**src/rtl/dmem_ctrl_if.sv**
```systemverilog
// Request/response bus between the MEM stage and dmem_ctrl, plus the word-wide SRAM port.
// master = pipeline side (and SRAM read data); slave = the controller.
interface dmem_ctrl_if #(
    parameter int MEM_ADDR_WIDTH    = 10,
    parameter int MEMORY_MODE_WIDTH = 2
);
    // A request is taken when D_MEM_read|D_MEM_write is high while the controller is idle.
    // stall stays high until the access retires, and done pulses for exactly that one cycle.
    // The SRAM never back-pressures: sram_rdata is valid the cycle after a read strobe.
    logic                         D_MEM_read;
    logic                         D_MEM_write;
    logic [MEMORY_MODE_WIDTH-1:0] D_MEM_mode;
    logic                         D_MEM_unsigned;
    logic [31:0]                  addr;
    logic [31:0]                  wdata;
    logic [31:0]                  rdata;
    logic                         stall;
    logic                         done;
    logic                         sram_en;
    logic [3:0]                   sram_we;
    logic [MEM_ADDR_WIDTH-1:0]    sram_addr;
    logic [31:0]                  sram_wdata;
    logic [31:0]                  sram_rdata;

    modport master (
        output D_MEM_read, D_MEM_write, D_MEM_mode, D_MEM_unsigned, addr, wdata, sram_rdata,
        input  rdata, stall, done, sram_en, sram_we, sram_addr, sram_wdata
    );

    modport slave (
        input  D_MEM_read, D_MEM_write, D_MEM_mode, D_MEM_unsigned, addr, wdata, sram_rdata,
        output rdata, stall, done, sram_en, sram_we, sram_addr, sram_wdata
    );
endinterface

```
**src/rtl/dmem_ctrl.sv**
```systemverilog
// RV32I data-memory controller: splits word-crossing accesses into two SRAM beats,
// assembles loads with sign/zero extension and stalls the pipeline meanwhile.
module dmem_ctrl #(
    parameter int MEM_ADDR_WIDTH = 10
) (
    input  logic       clk,
    input  logic       rst,
    dmem_ctrl_if.slave bus,
    output logic [1:0] dbg_state
);
    localparam logic [1:0] BYTE_MEMORY_MODE     = 2'b00;
    localparam logic [1:0] HALFWORD_MEMORY_MODE = 2'b01;
    localparam logic [1:0] WORD_MEMORY_MODE     = 2'b10;
    localparam logic [MEM_ADDR_WIDTH-1:0] WA_ONE = {{(MEM_ADDR_WIDTH-1){1'b0}}, 1'b1};

    typedef enum logic [1:0] {
        IDLE   = 2'd0,
        FIRST  = 2'd1,
        SECOND = 2'd2,
        DONE   = 2'd3
    } state_t;

    state_t state;

    // Latched request
    logic [2:0]                size_q;
    logic [1:0]                off_q;
    logic                      uns_q;
    logic                      wr_q;
    logic                      split_q;
    logic [MEM_ADDR_WIDTH-1:0] wa_q;
    logic [31:0]               lane_hi_q;
    logic [3:0]                mask_hi_q;
    logic [31:0]               buf_q;
    logic [31:0]               rdata_q;

    // Decode of the live request inputs
    logic                      req;
    logic [2:0]                req_size;
    logic [1:0]                req_off;
    logic                      req_split;
    logic [MEM_ADDR_WIDTH-1:0] req_wa;
    logic [63:0]               req_lane;
    logic [7:0]                req_mask;
    logic                      unused_addr_hi;

    // Load assembly
    logic [31:0] w0;
    logic [31:0] w1;
    logic [63:0] ld_pair;
    logic [31:0] ld_low;
    logic [31:0] ld_result;

    function automatic logic [2:0] size_of(input logic [1:0] mode);
        logic [2:0] n;
        case (mode)
            BYTE_MEMORY_MODE:     n = 3'd1;
            HALFWORD_MEMORY_MODE: n = 3'd2;
            WORD_MEMORY_MODE:     n = 3'd4;
            default:              n = 3'd4;
        endcase
        return n;
    endfunction

    function automatic logic [63:0] lane_of(input logic [31:0] d, input logic [2:0] n,
                                            input logic [1:0] o);
        logic [31:0] keep;
        case (n)
            3'd1:    keep = 32'h0000_00FF;
            3'd2:    keep = 32'h0000_FFFF;
            default: keep = 32'hFFFF_FFFF;
        endcase
        return {32'd0, d & keep} << {o, 3'b000};
    endfunction

    function automatic logic [7:0] mask_of(input logic [2:0] n, input logic [1:0] o);
        logic [3:0] m;
        case (n)
            3'd1:    m = 4'b0001;
            3'd2:    m = 4'b0011;
            default: m = 4'b1111;
        endcase
        return {4'd0, m} << o;
    endfunction

    assign req            = bus.D_MEM_read | bus.D_MEM_write;
    assign req_wa         = bus.addr[MEM_ADDR_WIDTH+1:2];
    assign unused_addr_hi = ^bus.addr[31:MEM_ADDR_WIDTH+2];

    always_comb begin
        req_size  = size_of(bus.D_MEM_mode);
        req_off   = bus.addr[1:0];
        req_split = ({2'b00, req_off} + {1'b0, req_size}) > 4'd4;
        req_lane  = lane_of(bus.wdata, req_size, req_off);
        req_mask  = mask_of(req_size, req_off);
    end

    // Only meaningful in DONE: for a split access word 0 sits in buf_q and the
    // second beat is arriving on sram_rdata; otherwise sram_rdata is word 0.
    always_comb begin
        w0      = split_q ? buf_q : bus.sram_rdata;
        w1      = split_q ? bus.sram_rdata : 32'd0;
        ld_pair = {w1, w0} >> {off_q, 3'b000};
        ld_low  = ld_pair[31:0];
        case (size_q)
            3'd1:    ld_result = uns_q ? {24'd0, ld_low[7:0]}  : {{24{ld_low[7]}}, ld_low[7:0]};
            3'd2:    ld_result = uns_q ? {16'd0, ld_low[15:0]} : {{16{ld_low[15]}}, ld_low[15:0]};
            default: ld_result = ld_low;
        endcase
    end

    assign bus.stall = !rst && ((state == IDLE && req) || state == FIRST || state == SECOND);
    assign bus.rdata = (state == DONE && !wr_q) ? ld_result : rdata_q;
    assign dbg_state = state;

    // SRAM strobes and done are registered: they are set up on the edge that
    // enters the state in which they must be visible.
    always_ff @(posedge clk) begin
        if (rst) begin
            state          <= IDLE;
            size_q         <= 3'd0;
            off_q          <= 2'd0;
            uns_q          <= 1'b0;
            wr_q           <= 1'b0;
            split_q        <= 1'b0;
            wa_q           <= '0;
            lane_hi_q      <= 32'd0;
            mask_hi_q      <= 4'd0;
            buf_q          <= 32'd0;
            rdata_q        <= 32'd0;
            bus.done       <= 1'b0;
            bus.sram_en    <= 1'b0;
            bus.sram_we    <= 4'd0;
            bus.sram_addr  <= '0;
            bus.sram_wdata <= 32'd0;
        end else begin
            case (state)
                IDLE: begin
                    bus.done <= 1'b0;
                    if (req) begin
                        size_q         <= req_size;
                        off_q          <= req_off;
                        uns_q          <= bus.D_MEM_unsigned;
                        wr_q           <= bus.D_MEM_write;
                        split_q        <= req_split;
                        wa_q           <= req_wa;
                        lane_hi_q      <= req_lane[63:32];
                        mask_hi_q      <= req_mask[7:4];
                        bus.sram_en    <= 1'b1;
                        bus.sram_addr  <= req_wa;
                        bus.sram_we    <= bus.D_MEM_write ? req_mask[3:0] : 4'd0;
                        bus.sram_wdata <= bus.D_MEM_write ? req_lane[31:0] : 32'd0;
                        state          <= FIRST;
                    end
                end
                FIRST: begin
                    if (split_q) begin
                        bus.sram_en    <= 1'b1;
                        bus.sram_addr  <= wa_q + WA_ONE;
                        bus.sram_we    <= wr_q ? mask_hi_q : 4'd0;
                        bus.sram_wdata <= wr_q ? lane_hi_q : 32'd0;
                        state          <= SECOND;
                    end else begin
                        bus.sram_en    <= 1'b0;
                        bus.sram_we    <= 4'd0;
                        bus.sram_addr  <= '0;
                        bus.sram_wdata <= 32'd0;
                        bus.done       <= 1'b1;
                        state          <= DONE;
                    end
                end
                SECOND: begin
                    buf_q          <= bus.sram_rdata;
                    bus.sram_en    <= 1'b0;
                    bus.sram_we    <= 4'd0;
                    bus.sram_addr  <= '0;
                    bus.sram_wdata <= 32'd0;
                    bus.done       <= 1'b1;
                    state          <= DONE;
                end
                DONE: begin
                    bus.done <= 1'b0;
                    if (!wr_q) begin
                        rdata_q <= ld_result;
                    end
                    state <= IDLE;
                end
                default: state <= IDLE;
            endcase
        end
    end
endmodule

```
**src/flat_wrapper.sv**
```systemverilog
// flat-port wrapper written by rule: the top's interface ports become plain ports
module dmem_ctrl_flat 
#(
    parameter int MEM_ADDR_WIDTH = 10
)
  (clk, rst, dbg_state, bus_D_MEM_read, bus_D_MEM_write, bus_D_MEM_mode, bus_D_MEM_unsigned, bus_addr, bus_wdata, bus_sram_rdata, bus_rdata, bus_stall, bus_done, bus_sram_en, bus_sram_we, bus_sram_addr, bus_sram_wdata);
  dmem_ctrl_if #(.MEM_ADDR_WIDTH(MEM_ADDR_WIDTH)) bus_i ();
  input  logic clk;
  input  logic rst;
  output logic [1:0] dbg_state;
  input wire logic [$bits(bus_i.D_MEM_read)-1:0] bus_D_MEM_read;
  input wire logic [$bits(bus_i.D_MEM_write)-1:0] bus_D_MEM_write;
  input wire logic [$bits(bus_i.D_MEM_mode)-1:0] bus_D_MEM_mode;
  input wire logic [$bits(bus_i.D_MEM_unsigned)-1:0] bus_D_MEM_unsigned;
  input wire logic [$bits(bus_i.addr)-1:0] bus_addr;
  input wire logic [$bits(bus_i.wdata)-1:0] bus_wdata;
  input wire logic [$bits(bus_i.sram_rdata)-1:0] bus_sram_rdata;
  output wire logic [$bits(bus_i.rdata)-1:0] bus_rdata;
  output wire logic [$bits(bus_i.stall)-1:0] bus_stall;
  output wire logic [$bits(bus_i.done)-1:0] bus_done;
  output wire logic [$bits(bus_i.sram_en)-1:0] bus_sram_en;
  output wire logic [$bits(bus_i.sram_we)-1:0] bus_sram_we;
  output wire logic [$bits(bus_i.sram_addr)-1:0] bus_sram_addr;
  output wire logic [$bits(bus_i.sram_wdata)-1:0] bus_sram_wdata;
  assign bus_i.D_MEM_read = bus_D_MEM_read;
  assign bus_i.D_MEM_write = bus_D_MEM_write;
  assign bus_i.D_MEM_mode = bus_D_MEM_mode;
  assign bus_i.D_MEM_unsigned = bus_D_MEM_unsigned;
  assign bus_i.addr = bus_addr;
  assign bus_i.wdata = bus_wdata;
  assign bus_i.sram_rdata = bus_sram_rdata;
  assign bus_rdata = bus_i.rdata;
  assign bus_stall = bus_i.stall;
  assign bus_done = bus_i.done;
  assign bus_sram_en = bus_i.sram_en;
  assign bus_sram_we = bus_i.sram_we;
  assign bus_sram_addr = bus_i.sram_addr;
  assign bus_sram_wdata = bus_i.sram_wdata;
  dmem_ctrl #(.MEM_ADDR_WIDTH(MEM_ADDR_WIDTH)) u_core (.clk(clk), .rst(rst), .bus(bus_i), .dbg_state(dbg_state));
endmodule
```
**config.mk**
```make
export PLATFORM = sky130hd
export DESIGN_NAME = dmem_ctrl_flat
export DESIGN_NICKNAME = d
export VERILOG_FILES = /design/src/rtl/dmem_ctrl_if.sv /design/src/rtl/dmem_ctrl.sv /design/src/flat_wrapper.sv
export SDC_FILE = /design/constraint.sdc
export NUM_CORES = 1
export LEC_CHECK = 0
export CAP_MARGIN = 10
export CORE_ASPECT_RATIO = 0.8
export CORE_MARGIN = 5
export CORE_UTILIZATION = 25
export DETAILED_ROUTE_END_ITERATION = 8
export GPL_ROUTABILITY_DRIVEN = 0
export SLEW_MARGIN = 0
export SYNTH_ARGS = -nofsm -noshare
export SYNTH_HDL_FRONTEND = slang
export SYNTH_SLANG_ARGS = --single-unit
export TNS_END_PERCENT = 1
```
**constraint.sdc**
```tcl
create_clock -name clk -period 7.18 [get_ports clk]
set_clock_uncertainty 0.1 [all_clocks]
set_input_delay 1.795 -clock clk [delete_from_list [all_inputs] [get_ports clk]]
set_output_delay 1.795 -clock clk [all_outputs]
set_load 0.005 [all_outputs]
```
==> results.txt <==
After detailed routing, the number of vias per cell comes to 4.986. The routed wire length on met3 came out at roughly 1700 um. Among all flip-flop cells after synthesis, the most frequent one is sky130_fd_sc_hd__dfxtp_1. Gates resized during post-CTS repair numbered 0.

The leakage power is 0.003909 uW. The number of nets at the end of the flow came out at 1202. The arithmetic-cell share of the synthesized area counting full adders, half adders and majority gates is 0.01521.

Of the cells placed in the final design, the portion with a size suffix greater than 1 is 0.1152. Of the total synthesized cell area, the portion taken by XOR and XNOR cells is 0.003012. For this block, the routed nets add up to between 20000 and 30000 um of wire.

The endpoint of the lowest-slack register-to-register path is u_core.bus.sram_wdata[8]. The largest family of logic cells by synthesized area is compound AO/OA/AOI/OAI gates. The flow ran to the end, and the final reports show no timing, DRC or antenna violations.

The buffer depth of the longest clock path came out at 2. The initial antenna violation count came out at 3. The finished layout cell area is about 11000 um2. The via count is 7858. The placement-stage cell area came out at 10590 um2. The clock latency at the later pin of the worst-skew pair is around 440 ps. The worst-case register-to-register setup slack is about 4000 ps. The complex-gate fraction of the synthesized area came out at 0.2107. The number of hold violations in the final report is 0. After synthesis, the mean cell area works out to roughly 8.9 um2.

For this design the top-level I/O count stands at 186. The maximum achievable frequency came out at 0.1607 GHz. The detailed-placement wirelength estimate is 20230 um. The cell depth of the worst min-delay path is 2. The net count after synthesis came out at 1095. The max-cap check violation count is 0.

In this run the worst hold path is classified as flip-flop to flip-flop. The largest voltage drop on the vdd net is 0.1811 mV. Counting flops and latches in the post-synthesis netlist gives between 150 and 200. The number of enable-type register cells in the synthesized netlist came out at 0. The simple-gate share of the synthesized area is 0.1871. Row generation in the floorplan step produced 61 rows. In the final routed layout, each cell accounts on average for 18.09 um.

The total global routing overflow is 0. The measured slew at the worst slew-check pin is 1148 ps. Sorting the synthesized cells by area gives the leading types as sky130_fd_sc_hd__dfxtp_1 (36%), sky130_fd_sc_hd__mux2i_1 (7.7%), sky130_fd_sc_hd__nor2_1 (6.2%). In this run the vertical extent of the chip is 177.1 um. The final total negative setup slack came out at 0 ps. Of the post-synthesis cell area, the dominant cell type holds 0.3649.

The core region is ~35000 um2. The number of synthesis warnings is 0. The number of sinks on the clock net is 159.

The type of destination of the critical path is an output port. The root buffer cell chosen for the clock tree is sky130_fd_sc_hd__clkbuf_16. The worst hold path begins at u_core.mask_hi_q[1]. Dividing the final minimum period by the clock period gives 0.8669. The first TritonRoute pass finished after 5 iterations.

The maximum number of pins on one net before global-route repair came out at 66. The gate count after technology mapping came out at 982. The floorplan step set the die width to 218.8 um. The data required time at the worst endpoint is 5290 ps. Power spread over the standard cell area amounts to ~340 nW/um2. The worst setup path is launched from an input pin. The area growth from synthesis to layout is 27.96%.

The worst hold margin is 357.2 ps. The data arrival time of the critical path came out at 4330 ps. The number of H-tree levels came out at 4. Setup repair after global routing left no endpoint under its margin. The share of synthesized area spent on multiplexers came out at 0.1598. Timing analysis after detailed placement gives a worst setup slack of 954.0 ps. Hold repair after CTS inserted 0 buffers.

The via count of the first global-routing pass was about 7500. The startpoint identified for the worst register-to-register timing path is u_core.split_q. The met2 wirelength from detailed routing is 12430 um. The initial utilization of the core area, before any placement, comes to 0.2523. The worst-case hold path end point is u_core.mask_hi_q[1]. The residual DRC count is 0. In the post-synthesis netlist, the cell with the most instances is sky130_fd_sc_hd__dfxtp_1. sky130_fd_sc_hd__dfxtp_1 takes more of the synthesized area than any other cell.

Setup violations remaining at the end of the flow were counted as 0. By startpoint and endpoint, the worst setup path is classified as input pin to output port. The worst reg-to-reg path cell count is 4. The global-route wire length before repair is 44200 um. After clock tree synthesis, the clock-pin slew on the worst setup and hold paths is 70 ps.

The count of pins over their slew limit came out at 0. The clock tree from TritonCTS is done. The all-layer global routing usage is 0.1445. After the first detailed-routing iteration, the DRC count stood at roughly 630. The sequential cell area fraction in the yosys report is 0.3649.

The CTS buffer count came out at 17. The commonest cells after synthesis are sky130_fd_sc_hd__dfxtp_1 (159), sky130_fd_sc_hd__nor2_1 (145), sky130_fd_sc_hd__nand2_1 (98), sky130_fd_sc_hd__mux2i_1 (67), sky130_fd_sc_hd__clkbuf_1 (48). The post-synthesis async set-or-reset flop share is 0.

The die outline area is 38750 um2. The worst relative slew slack is 0.2349. The count of buffers added on input and output ports is around 170.

The uppermost metal layer occupied by signal nets is met5. For the finished layout, the period the worst path requires is 6224 ps. Once detail routing completed, the nets flagged for antenna violations numbered 0.

The count of different cell masters after synthesis came out at 60. The maximum fanout encountered on the critical timing path is 32. The final worst slack came out at between 900 and 1000 ps. The post-synthesis instance area came out at 8722 um2. The wire length the detailed router placed on met1 is ~14000 um. In this run the post-CTS setup repair buffer count came out at 0.
[registers in the layout (all words and copies together) (netlist names), 3 cells and up]
signal                 count
u_core.buf_q              32
u_core.size_q              3
u_core.bus.sram_wdata     32
u_core.bus.sram_addr      10
u_core.bus.sram_we         4
u_core.wa_q               10
u_core.rdata_q            32
u_core.lane_hi_q          24
u_core.mask_hi_q           3
[report_power, final]
group          internal [uW]  leakage, uW  switching (uW)
Combinational            774      0.00234             888
Clock                    465     0.000270             438
Sequential              1080      0.00130             165
[metal layers]
metal | track usage | vias up
met5 | 0 | -
met4 | 0.03924 | 4
met3 | 0.03780 | 29
met2 | 0.2118 | 195
met1 | 0.2096 | 3821
li1 | - | 3809
[layout make-up]
class / count / area (um2)
clock inverter: 14 / 122.6
antenna: 2 / 5.005
timing repair buffer: 177 / 1734
tap: 472 / 590.6
clock buffer: 18 / 439.2
multi-input combinational: 724 / 5046
sequential: 159 / 3186
fill: 3554 / 23410
inverter: 10 / 37.54
[layout by cell type, fill, tap and decap left out, types with 9 or more instances in the layout]
cell type                         netlist  final
sky130_fd_sc_hd__a31oi_1               31     31
sky130_fd_sc_hd__dfxtp_1              159    157
sky130_fd_sc_hd__clkbuf_16              0     17
sky130_fd_sc_hd__o2bb2ai_1             16     16
sky130_fd_sc_hd__nand3_1               15     15
sky130_fd_sc_hd__a221oi_1              37     37
sky130_fd_sc_hd__nor3_1                45     45
sky130_fd_sc_hd__mux2i_1               67     67
sky130_fd_sc_hd__a311oi_2              14     14
sky130_fd_sc_hd__a22oi_1               17     17
sky130_fd_sc_hd__nor2_1               145    144
sky130_fd_sc_hd__inv_1                  9      9
sky130_fd_sc_hd__clkdlybuf4s50_1        0    163
sky130_fd_sc_hd__a21oi_1               42     42
sky130_fd_sc_hd__mux4_2                22     22
sky130_fd_sc_hd__mux2_2                19     19
sky130_fd_sc_hd__buf_4                  2     13
sky130_fd_sc_hd__nor2b_1               12     11
sky130_fd_sc_hd__o21ai_0               32     32
sky130_fd_sc_hd__nand2b_1              14     14
sky130_fd_sc_hd__a211oi_1              18     18
sky130_fd_sc_hd__nand2_1               98     98
[kinds of logic (layout without fill, tap and decap cells)]
family / after synthesis / in the layout
and+or+nand+nor: 360 / 360
AOI/OAI and AO/OA: 242 / 242
DFF: 159 / 159
muxes: 109 / 109
buffers and inverters: 99 / 219
adders and majority gates: 10 / 10
xor gates and xnor gates: 3 / 3
other: 0 / 2
[stage by stage]
| stage | total power [uW] | instances | utilization |
|---|---|---|---|
| global route | 4061 | 1575 | 0.3227 |
| finish | 3806 | 1576 | 0.3228 |
| global placement | 2898 | 1542 | 0.3064 |
| floorplan | 2307 | 982 | - |
| detailed placement | 2928 | 1542 | 0.3064 |
| CTS | 3842 | 1574 | 0.3227 |
[worst max path at each step]
| stage | start | to | slack, ps | depth (start not counted) |
|---|---|---|---|---|
| final | bus_sram_rdata[7] | bus_rdata[16] | 960 | 6 |
| after global routing | bus_sram_rdata[7] | bus_rdata[16] | 820 | 6 |
| after CTS | bus_sram_rdata[7] | bus_rdata[24] | 950 | 6 |
| after detailed placement | bus_sram_rdata[7] | bus_rdata[24] | 950 | 6 |
| after global placement | bus_sram_rdata[7] | bus_rdata[24] | 950 | 6 |
| after floorplan | bus_sram_rdata[31] | bus_rdata[16] | 2590 | 5 |
[worst max-delay path, cell delays in order]
cell and delay [ps]:
sky130_fd_sc_hd__clkdlybuf4s50_1 590, sky130_fd_sc_hd__mux2i_1 150, sky130_fd_sc_hd__a22oi_4 290, sky130_fd_sc_hd__nand4_4 490
sky130_fd_sc_hd__a31oi_1 440, sky130_fd_sc_hd__clkdlybuf4s50_1 560
(Power assumes the default switching activity.)
